File: src/rtl/drain_edge_monitor.sv
// drain_edge_monitor: synchronises 'drain', counts qualified edges per WINDOW-cycle window, offers each count on out_valid/out_ready.
// Latency: edge_o one cycle wide, 3 cycles after a drain change (5 with the DRAIN_MON_GLITCH_FILTER_EN majority filter).
// Backpressure: an unconsumed result is held stable; a window completing while out_valid&!out_ready is dropped and sets sticky overrun.
module drain_edge_monitor #(
    parameter int WINDOW    = 16,
    parameter int CNT_W     = 8,
    parameter int EDGE_MODE = 2
) (
    input  logic             clock,
    input  logic             reset,
    input  logic             drain,
    input  logic             enable,
    input  logic             clr_overrun,
    output logic             edge_o,
    output logic [CNT_W-1:0] out_data,
    output logic             out_valid,
    input  logic             out_ready,
    output logic             overrun
);

    localparam int WIN_W = (WINDOW > 1) ? $clog2(WINDOW) : 1;
    localparam logic [WIN_W-1:0] WIN_LAST = WIN_W'(WINDOW - 1);

    typedef enum logic [0:0] {
        IDLE = 1'b0,
        RUN  = 1'b1
    } state_t;

    state_t           state;
    state_t           state_nxt;
    logic [WIN_W-1:0] win_cnt;
    logic [WIN_W-1:0] win_cnt_nxt;
    logic [CNT_W-1:0] cnt;
    logic [CNT_W-1:0] cnt_nxt;
    logic [CNT_W:0]   cnt_inc;
    logic [CNT_W-1:0] cnt_sat;
    logic             win_end;
    logic             accept;
    logic             drop;

    logic sync1;
    logic sync2;
    logic prev;
    logic rise;
    logic fall;
    logic edge_q;

    always_ff @(posedge clock) begin
        if (reset) begin
            sync1 <= 1'b0;
            sync2 <= 1'b0;
            prev  <= 1'b0;
        end else begin
            sync1 <= drain;
            sync2 <= sync1;
            prev  <= sync2;
        end
    end

`ifdef DRAIN_MON_GLITCH_FILTER_EN
    // flt_lvl only moves once sync2, prev and hist2 (three consecutive samples) agree
    logic hist2;
    logic flt_lvl;
    logic agree;

    assign agree = (sync2 == prev) && (prev == hist2);
    assign rise  = agree &  sync2 & ~flt_lvl;
    assign fall  = agree & ~sync2 &  flt_lvl;

    always_ff @(posedge clock) begin
        if (reset) begin
            hist2   <= 1'b0;
            flt_lvl <= 1'b0;
        end else begin
            hist2 <= prev;
            if (agree) begin
                flt_lvl <= sync2;
            end
        end
    end
`else
    assign rise = sync2 & ~prev;
    assign fall = ~sync2 & prev;
`endif

    always_comb begin
        edge_q = rise | fall;
        if (EDGE_MODE == 0) begin
            edge_q = rise;
        end else if (EDGE_MODE == 1) begin
            edge_q = fall;
        end
    end

    always_ff @(posedge clock) begin
        if (reset) begin
            edge_o <= 1'b0;
        end else begin
            edge_o <= edge_q;
        end
    end

    // The window total includes the edge seen on the closing cycle itself
    assign cnt_inc = {1'b0, cnt} + {{CNT_W{1'b0}}, edge_q};
    assign cnt_sat = cnt_inc[CNT_W] ? {CNT_W{1'b1}} : cnt_inc[CNT_W-1:0];

    always_ff @(posedge clock) begin
        if (reset) begin
            state <= IDLE;
        end else begin
            state <= state_nxt;
        end
    end

    always_comb begin
        state_nxt   = state;
        win_cnt_nxt = win_cnt;
        cnt_nxt     = cnt;
        win_end     = 1'b0;
        case (state)
            IDLE: begin
                win_cnt_nxt = '0;
                cnt_nxt     = '0;
                if (enable) begin
                    state_nxt = RUN;
                end
            end
            RUN: begin
                if (!enable) begin
                    state_nxt   = IDLE;
                    win_cnt_nxt = '0;
                    cnt_nxt     = '0;
                end else if (win_cnt == WIN_LAST) begin
                    win_end     = 1'b1;
                    win_cnt_nxt = '0;
                    cnt_nxt     = '0;
                end else begin
                    win_cnt_nxt = win_cnt + 1'b1;
                    cnt_nxt     = cnt_sat;
                end
            end
            default: begin
                state_nxt = IDLE;
            end
        endcase
    end

    always_ff @(posedge clock) begin
        if (reset) begin
            win_cnt <= '0;
            cnt     <= '0;
        end else begin
            win_cnt <= win_cnt_nxt;
            cnt     <= cnt_nxt;
        end
    end

    // A held result always wins over a new one; the newer count is the one lost
    assign accept = win_end && (!out_valid || out_ready);
    assign drop   = win_end && out_valid && !out_ready;

    always_ff @(posedge clock) begin
        if (reset) begin
            out_data  <= '0;
            out_valid <= 1'b0;
        end else if (accept) begin
            out_data  <= cnt_sat;
            out_valid <= 1'b1;
        end else if (out_valid && out_ready) begin
            out_valid <= 1'b0;
        end
    end

    always_ff @(posedge clock) begin
        if (reset) begin
            overrun <= 1'b0;
        end else if (drop) begin
            overrun <= 1'b1;
        end else if (clr_overrun) begin
            overrun <= 1'b0;
        end
    end

    a_hold_stable : assert property (@(posedge clock) disable iff (reset)
        (out_valid && !out_ready) |=> $stable(out_data));

endmodule

File: config.mk
export PLATFORM = sky130hd
export DESIGN_NAME = drain_edge_monitor
export DESIGN_NICKNAME = d
export VERILOG_FILES = /design/src/rtl/drain_edge_monitor.sv
export SDC_FILE = /design/constraint.sdc
export NUM_CORES = 1
export LEC_CHECK = 0
export BUFFER_PORTS_ARGS = -buffer_cell sky130_fd_sc_hd__buf_2
export CELL_PAD_IN_SITES_DETAIL_PLACEMENT = 1
export CELL_PAD_IN_SITES_GLOBAL_PLACEMENT = 2
export CORE_UTILIZATION = 36
export CTS_CLUSTER_DIAMETER = 200
export DETAILED_ROUTE_END_ITERATION = 6
export HOLD_SLACK_MARGIN = 0.12
export PLACE_DENSITY_LB_ADDON = 0.1
export RECOVER_POWER = 25
export SYNTH_ARGS = -nofsm -noshare
export SYNTH_HDL_FRONTEND = slang
export SYNTH_SLANG_ARGS = --single-unit
File: constraint.sdc
create_clock -name clock -period 2.7 [get_ports clock]
set_input_delay 0.27 -clock clock [delete_from_list [all_inputs] [get_ports clock]]
set_output_delay 0.27 -clock clock [all_outputs]
set_load 0.1 [all_outputs]
# ---- Word-level counts from Yosys, hierarchy flattened
# Index checks and enable logic that the tools add are counted.
dict set report word_totals {
  regBits 27
  word_cells 43
  output_inout_bits 11
}
dict set report op_classes {
  n_bitwise 6
  reduce_logical 9
  n_addsub 2
  muxes 15
  eq_ne 1
}
# operator n
set op_table {}
lappend op_table {{two-way mux 8 bit} 3}
lappend op_table {{case mux 8 bit (2 select lines)} 1}
lappend op_table {{adder 8 x 1 -> 9 bit} 1}
lappend op_table {{two-way mux 1 bit} 8}
lappend op_table {{two-way mux 4 bit} 2}
lappend op_table {{case mux 4 bit (2 select lines)} 1}
lappend op_table {{adder 4 x 1 -> 4 bit (second input constant)} 1}
lappend op_table {{== test 4 bit (second input constant)} 1}
lappend op_table {{logical AND 1 bit} 4}
lappend op_table {{nonzero test 2 bit} 2}
lappend op_table {{inverter 1 bit} 3}
lappend op_table {{AND 1 bit} 2}
lappend op_table {{zero test 1 bit} 2}
lappend op_table {{logical OR 1 bit} 1}
lappend op_table {{OR 1 bit} 1}

# ---- Depth between registers and ports, before layout
# Gate-level depths: netlist of run 1.
dict set report logic_depth {
  depth_word 8
  depth_mapped 7
  mapped_depth_nobuf 7
}

# ---- Least setup slack after synthesis of run 1
# No wires, ideal clock.
dict set report synth_path {
  kind {reg-to-reg}
  start {register out_valid}
  end {register out_data[0]}
  setup_ns 0.139
  synth_period_minus_slack_ns 1.780
  path_slack_ns 0.920
  t_required_ns 2.561
  path_buffers 1
  stages_incl_launch_ff 6
  arrival_time_ns 1.642
  cell_sequence {dfxtp_1 > nor2b_1 > nor3_4 > buf_6 > nor2_2 > a211oi_2}
}
dict set report synth_via {
  elab_chain_len 3
}
# item line_no
set synth_rtl {}
lappend synth_rtl {{from (decl)} 16} ;# output logic out_valid,
lappend synth_rtl {{from (signal assigned)} 165} ;# out_valid <= 1'b0;
lappend synth_rtl {{from (signal assigned)} 168} ;# out_valid <= 1'b1;
lappend synth_rtl {{from (signal assigned)} 170} ;# out_valid <= 1'b0;
lappend synth_rtl {{zero test 1 bit} 159} ;# assign accept = win_end && (!out_valid || out_ready);
lappend synth_rtl {{logical OR 1 bit} 159}
lappend synth_rtl {{logical AND 1 bit} 159}
lappend synth_rtl {{to (signal assigned)} 167} ;# out_data <= cnt_sat;
lappend synth_rtl {{to (decl)} 15} ;# output logic [CNT_W-1:0] out_data,
# Every way passes these cells.
# A chain may end at the register's enable or synchronous reset.

# ---- Final worst setup path of run 1
dict set report layout_path {
  start {register sync2}
  end {register out_data[3]}
}
dict set report layout_via {
  elab_chain_len 5
}
# item line_no
set layout_rtl {}
lappend layout_rtl {{from (decl)} 42} ;# logic sync2;
lappend layout_rtl {{from (signal assigned)} 55} ;# sync2 <= sync1;
lappend layout_rtl {{inverter 1 bit} 83} ;# assign fall = ~sync2 & prev;
lappend layout_rtl {{AND 1 bit} 83}
lappend layout_rtl {{OR 1 bit (*)} 87} ;# edge_q = rise | fall;
lappend layout_rtl {{net edge_q} 46} ;# logic edge_q;
lappend layout_rtl {{adder 8 x 1 -> 9 bit (*)} 104} ;# assign cnt_inc = {1'b0, cnt} + {{CNT_W{1'b0}}, edge_q};
lappend layout_rtl {{two-way mux 8 bit (*)} 105} ;# assign cnt_sat = cnt_inc[CNT_W] ? {CNT_W{1'b1}} : cnt_inc[CNT_W-1:0];
# The timed path passes the listed nets; every way through them passes the cells marked *.

==> impl_results.md, run 1 <==
- Post-CTS Resized: 0
- Top cells by area, synth: dfxtp_1 50%, a211oi_2 5.8%, nor2_1 5.2%
- Worst slew pin tran: 1.16 ns
- Startpoint class of the critical path: flip-flop
- Setup ws final: roughly 0.8 ns
- Biggest area consumer among synthesized cells: dfxtp_1
- Chip height: 56.7 um
- All-Layer GR Usage: about 16%
- Area after DPL: 1180 sq um
- Largest net degree at the start of global routing: 17
- Initial DRC Count: 20
- Most used DFF post-synth: dfxtp_1
- Detailed Route WL: approximately 2.1 mm
- Cell mode on critical path: ha_1
- Dominant cell by count in the synthesized netlist: dfxtp_1
- Starting Density: 38.4%
- Total power: 604 uW
- Ys Warns: 0
- RSZ-0062 raised after global routing: no
- Final setup viols: 0
- Clock skew: 0.00984 ns
- Sequential-to-total area share from yosys stat: about 50%
- Max FO, Critical Path: 5
- Syn Area/Cell: 10.1 sq um
- Arr. time, crit path: 2.15 ns
- Diode count: 0
- Pwr/cell area: 504 nW/um^2
- Initial antenna violation count: 0
- Family with the most delay on the worst path: simple AND/OR/NAND/NOR gates
- CP endpoint kind: flip-flop
- Min Hold Slack: approximately 0.13 ns
- Drt drc: 0
- Clock Latency Late Sink: 0.33 ns
- Critical Path RT: about 3 ns
- Dpl hpwl: between 1.5 and 2 mm
- CTS clk-pin slew, worst paths: approximately 0.15 ns
- Status: finished clean
- Clock root buffer master: clkbuf_4
- Post-layout min period: 1.90 ns
- Mapped cell area: 1080 sq um
- Critical Path Max Stage Delay: 0.36 ns
- Library cells used by synthesis: 30
- Routed Antenna Nets: 0
- I/O Buffers: 16
- Final nets: 134
- Commonest cells post-synth: 27 x dfxtp_1, 15 x nor2_1, 7 x nor2b_1
- EDFF count, synth: 0
- Via count: between 700 and 800
- # IOs: 17
- H-tree levels: 1
- Share of cells above drive strength 1: 25.8%
- Synthesized flop and latch total: 27
- Critical path buffers and inverters: 0
- GRT Residual Overflow: 0
- Design Area, Final: 1200 sq um
- Max_cap viols: 0
- Final period util: between 70% and 80%
- Via density: roughly 5.1
- Final RePlAce weighted congestion: around 0.7
- Worst slack, placed: 0.834 ns
- Slew margin rel.: 23.2%
- Synth top area share: between 50% and 60%
- Fin. Hold Viols: 0
- Area growth from synthesis to layout: 11.4%
- Leak: 0.000491 uW
- Mapped Nets: 116
- Synth Instances: 107
- Vias in the first global route: just over 800
- CTS max path bufs: 2
- First-pass GRT wire length: 3.76 mm
- Die Footprint: 3210 sq um
- Floorplan row count: 19
- Max Slew Vio Count: 0
- Final TNS setup: 0 ns
- CTS tree: built
- Slowest cell on the critical path: dfxtp_1
- Die Width: about 57 um
- Core area: 2810 sq um
- Type of the most critical hold path: input port to flip-flop
- CTS Buf Count: 3
- Fillers: 336
- CTS Hold Bufs: 0
- Max Fclk: 526 MHz
- CTS sink cnt: 27
- Routed wire per std cell: ~13 um
- Async set-reset flop share out of synthesis: 0%
- Worst IR Drop VDD: approximately 0.00042 V
- Postcts setup bufs: 0
- Crit path cell chain: xor2_1 -> ha_1 -> ha_1 -> and4_1 -> and4_4 -> nor2_2 -> a211oi_2
- Crit Path Class: flip-flop to flip-flop
- DR pass1 iterations: 4
-- metrics by stage --
| step | instances | util (%) |
|---|---|---|
| 6_report | 155 | 42.7 |
| 5_1_grt | 155 | 42.7 |
| 3_5_place_dp | 151 | 41.9 |
| 2_1_floorplan | 107 | - |
| 3_3_place_gp | 151 | 41.9 |
| 4_1_cts | 155 | 43.0 |
-- report_power, final --
group	switching [uW]	internal (uW)	total, uW
sequential	1.72	402	404
clock	121	56.7	178
combinational	14.9	7.08	22.0
total	138	466	604
-- cell families after synthesis --
kind of cell    Yosys count  synth area share [%]
fa+ha+maj                 3                  3.49
simple gates             51                  27.4
buf+inv                   5                  2.44
xor+xnor                  4                  3.26
flops                    27                  50.2
mux                       1                 0.930
compound gates           16                  12.2
-- layout by cell type (no fill, tap or decap), types with 2 or more instances in the layout --
cell type,count
dfxtp_1,27
nor2_1,15
buf_2,14
nor2b_1,7
nand3_1,7
nor2_2,6
nand2b_1,5
a211oi_2,5
xor2_1,4
o22ai_1,3
ha_1,3
clkbuf_4,3
and4_1,2
nand2_1,2
a21oi_1,2
inv_1,2
a21o_1,2
and3_1,2
clkbuf_1,2
-- final cells by class --
type                       instances  area [sq um]  share of cell area [%]
clock buffer                       3          22.5                    1.88
clock inverter                     1          7.51                   0.626
inverter                           2          7.51                   0.626
multi-input combinational         75           504                    42.1
sequential                        27           541                    45.1
tap                               31          38.8                    3.24
timing repair buffer              16          77.6                    6.47
-- flip-flops by register name, summed over array words and instances (netlist names) --
signal and flops:
cnt 8, out_data 8, win_cnt 4, edge_o 1, out_valid 1, overrun 1
prev 1, state 1, sync1 1, sync2 1
-- metal layers --
metal  vias to the layer above  share of wire [%]  global-route usage, %
li1                        400                  -                      -
met1                       369                 52                   20.8
met2                        15                 44                   24.0
met3                         2                3.5                   4.84
met4                         0               0.72                   4.29
met5                         -                  0                      0
-- final timing paths --
kind	startpoint	endpoint	slack, ns	cells after the start
worst min-delay path	drain	sync1	0.13	2
worst max register to register	sync2	out_data[3]	0.80	7
worst max-delay path	sync2	out_data[3]	0.80	7
worst min register to register	win_cnt[0]	win_cnt[0]	0.46	1
(Power assumes the default switching activity.)
==> run 2, diff against run 1 <==
--- a/config.mk
+++ b/config.mk
@@ -8,7 +8,7 @@
 export BUFFER_PORTS_ARGS = -buffer_cell sky130_fd_sc_hd__buf_2
 export CELL_PAD_IN_SITES_DETAIL_PLACEMENT = 1
 export CELL_PAD_IN_SITES_GLOBAL_PLACEMENT = 2
-export CORE_UTILIZATION = 36
+export CORE_UTILIZATION = 34
 export CTS_CLUSTER_DIAMETER = 200
 export DETAILED_ROUTE_END_ITERATION = 6
 export HOLD_SLACK_MARGIN = 0.12
==> constraint.sdc (replaced) <==
create_clock -name clock -period 2 [get_ports clock]
set_input_delay 0.2 -clock clock [delete_from_list [all_inputs] [get_ports clock]]
set_output_delay 0.2 -clock clock [all_outputs]
set_load 0.1 [all_outputs]
==> run 2 against run 1 <==
Clock-buffer cell count is the same. Non-clock buffer count grew 2. Cell count grew 9.7%. Global-route usage shrank 1.1 points. First-iteration DRC count shrank 25%. Fmax grew 2.1%. Clock power grew 32%. Largest cell class unchanged. Register-to-register slack lost 0.66 ns. Hold slack gained 0.018 ns. Total power grew 35%. Wire length grew 2.5%.
==> impl_results.md, run 2 (synthesis results as in run 1) <==
- Initial antenna violation count: 0 (unchanged)
- Vias in the first global route: 774 (was 812)
- CTS clk-pin slew, worst paths: 0.15 ns (about the same)
- Clock root buffer master: clkbuf_4 (unchanged)
- Dpl hpwl: 1.57 mm (was 1.58 mm)
- # IOs: 17 (unchanged)
- Fin util: 41.2% (was 42.7%)
- First-pass GRT wire length: 3.58 mm (was 3.76 mm)
- Final setup viols: 0 (unchanged)
- Max FO, Critical Path: 5 (unchanged)
- DR pass1 iterations: 4 (unchanged)
- Slew margin rel.: 22.9% (was 23.2%)
- CTS tree: built (unchanged)
- Die Footprint: 3390 sq um (was 3210 sq um)
- CTS Buf Count: 3 (unchanged)
- Core area: 3030 sq um (was 2810 sq um)
- Post-layout min period: 1.86 ns (was 1.90 ns)
- Floorplan row count: 20 (was 19)
- Routed wire per std cell: 12.6 um (was 13.5 um)
- Worst slack, placed: 0.113 ns (was 0.834 ns)
- Clock Latency Late Sink: 0.32 ns (was 0.33 ns)
- Final period util: 93.0% (was 70.4%)
- Share of cells above drive strength 1: 28.6% (was 25.8%)
- Diode count: 0 (unchanged)
- Arr. time, crit path: 2.11 ns (was 2.15 ns)
- Worst R2R Start: sync2 (unchanged)
- CP endpoint kind: flip-flop (unchanged)
- Top flop regs: cnt x8, out_data x8, win_cnt x4 (unchanged)
- I/O Buffers: 16 (unchanged)
- Area growth from synthesis to layout: 15.8% (was 11.4%)
- Critical Path Source: sync2 (unchanged)
- Type of the most critical hold path: input port to flip-flop (unchanged)
- Commonest cells after routing, fill and taps aside: 27 x dfxtp_1, 15 x nor2_1, 13 x buf_2 (was 27 x dfxtp_1, 15 x nor2_1, 14 x buf_2)
- All-Layer GR Usage: 14.4% (was 15.5%)
- Status: finished clean (unchanged)
- Hold Path Depth: 2 (unchanged)
- Leak: 0.000494 uW (was 0.000491 uW)
- Via count: 789 (was 786)
- Starting Density: 35.5% (was 38.4%)
- Worst slew pin tran: 1.16 ns (about the same)
- Critical Path RT: 2.25 ns (was 2.95 ns)
- Max Fclk: 537 MHz (was 526 MHz)
- HP Start: enable (was drain)
- Fin. Hold Viols: 0 (unchanged)
- Crit Path Class: flip-flop to flip-flop (unchanged)
- CTS max path bufs: 2 (unchanged)
- Startpoint class of the critical path: flip-flop (unchanged)
- Postcts setup bufs: 0 (unchanged)
- GRT Residual Overflow: 0 (unchanged)
- Clock skew: 0.00597 ns (was 0.00984 ns)
- Max Slew Vio Count: 0 (unchanged)
- Largest net degree at the start of global routing: 17 (unchanged)
- RSZ-0062 raised after global routing: no (unchanged)
- Final RePlAce weighted congestion: 0.741 (was 0.717)
- Die Width: 58.3 um (was 56.7 um)
- Pwr/cell area: 652 nW/um^2 (was 504 nW/um^2)
- Final nets: 136 (was 134)
- CTS sink cnt: 27 (unchanged)
- Initial DRC Count: 15 (was 20)
- Worst r2r path cells: 7 (unchanged)
- Final TNS setup: 0 ns (unchanged)
- Fillers: 356 (was 336)
- Commonest non-fill, non-tap cell in the layout: dfxtp_1 (unchanged)
- Detailed Route WL: 2.14 mm (was 2.09 mm)
- Setup ws final: 0.139 ns (was 0.800 ns)
- Via density: 4.64 (was 5.07)
- Max_cap viols: 0 (unchanged)
- Drt drc: 0 (unchanged)
- Chip height: 58.3 um (was 56.7 um)
- Worst IR Drop VDD: 0.000280 V (was 0.000419 V)
- H-tree levels: 1 (unchanged)
- Routed Antenna Nets: 0 (unchanged)
-- run 2: worst paths after layout --
check | endpoint | slack (ns)
setup / recovery | out_data[3] | 0.14
hold / removal | state | 0.15
hold reg to reg | sync2 | 0.46
setup reg to reg | out_data[3] | 0.14
-- run 2: through the flow --
| stage | power, uW | cell area (sq um) | instances | hold WS [ns] |
|---|---|---|---|---|
| final | 813 | 1250 | 170 | 0.153 |
| after detailed placement | 588 | 1200 | 165 | 0.416 |
| after floorplan | 577 | 1080 | 107 | 0.272 |
| after CTS | 832 | 1240 | 170 | 0.134 |
| after global placement | 587 | 1200 | 165 | 0.420 |
| after global routing | 846 | 1250 | 170 | 0.145 |
-- run 2: critical path, cell delays in order (launching register included) --
cell and delay (ns):
dfxtp_1 0.40, xor2_2 0.17, ha_2 0.21, ha_2 0.20, and4_1 0.24, and4_4 0.30, nor2_2 0.07, a211oi_2 0.21
-- run 2: power by group --
part | switching (uW) | internal [uW] | total (uW)
sequential | 2.91 | 543 | 546
clock | 160 | 74.9 | 235
combinational | 20.3 | 11.3 | 31.6
total | 184 | 629 | 813
-- run 2: cell type report --
type	count	area [sq um]	area share, %
sequential	27	541	43.4
multi-input combinational	75	522	41.9
timing repair buffer	18	93.8	7.53
tap	44	55.1	4.42
clock buffer	3	22.5	1.81
inverter	2	7.51	0.602
clock inverter	1	5.00	0.402
-- run 2: what timing repair did --
item / in CTS / in global routing
endpoints found under the hold margin: 1 / 0
endpoints found under the setup margin: 0 / 5
hold buffers: 1 / 0
resized for setup: 0 / 3
-- run 2: per-layer routing --
| layer | part of all wire (%) | up-vias | GRT usage [%] |
|---|---|---|---|
| met1 | 53 | 371 | 21.0 |
| met4 | 0.79 | 0 | 7.14 |
| met3 | 1.9 | 2 | 2.01 |
| met2 | 44 | 10 | 20.7 |
| met5 | 0 | - | 0 |
| li1 | - | 406 | - |
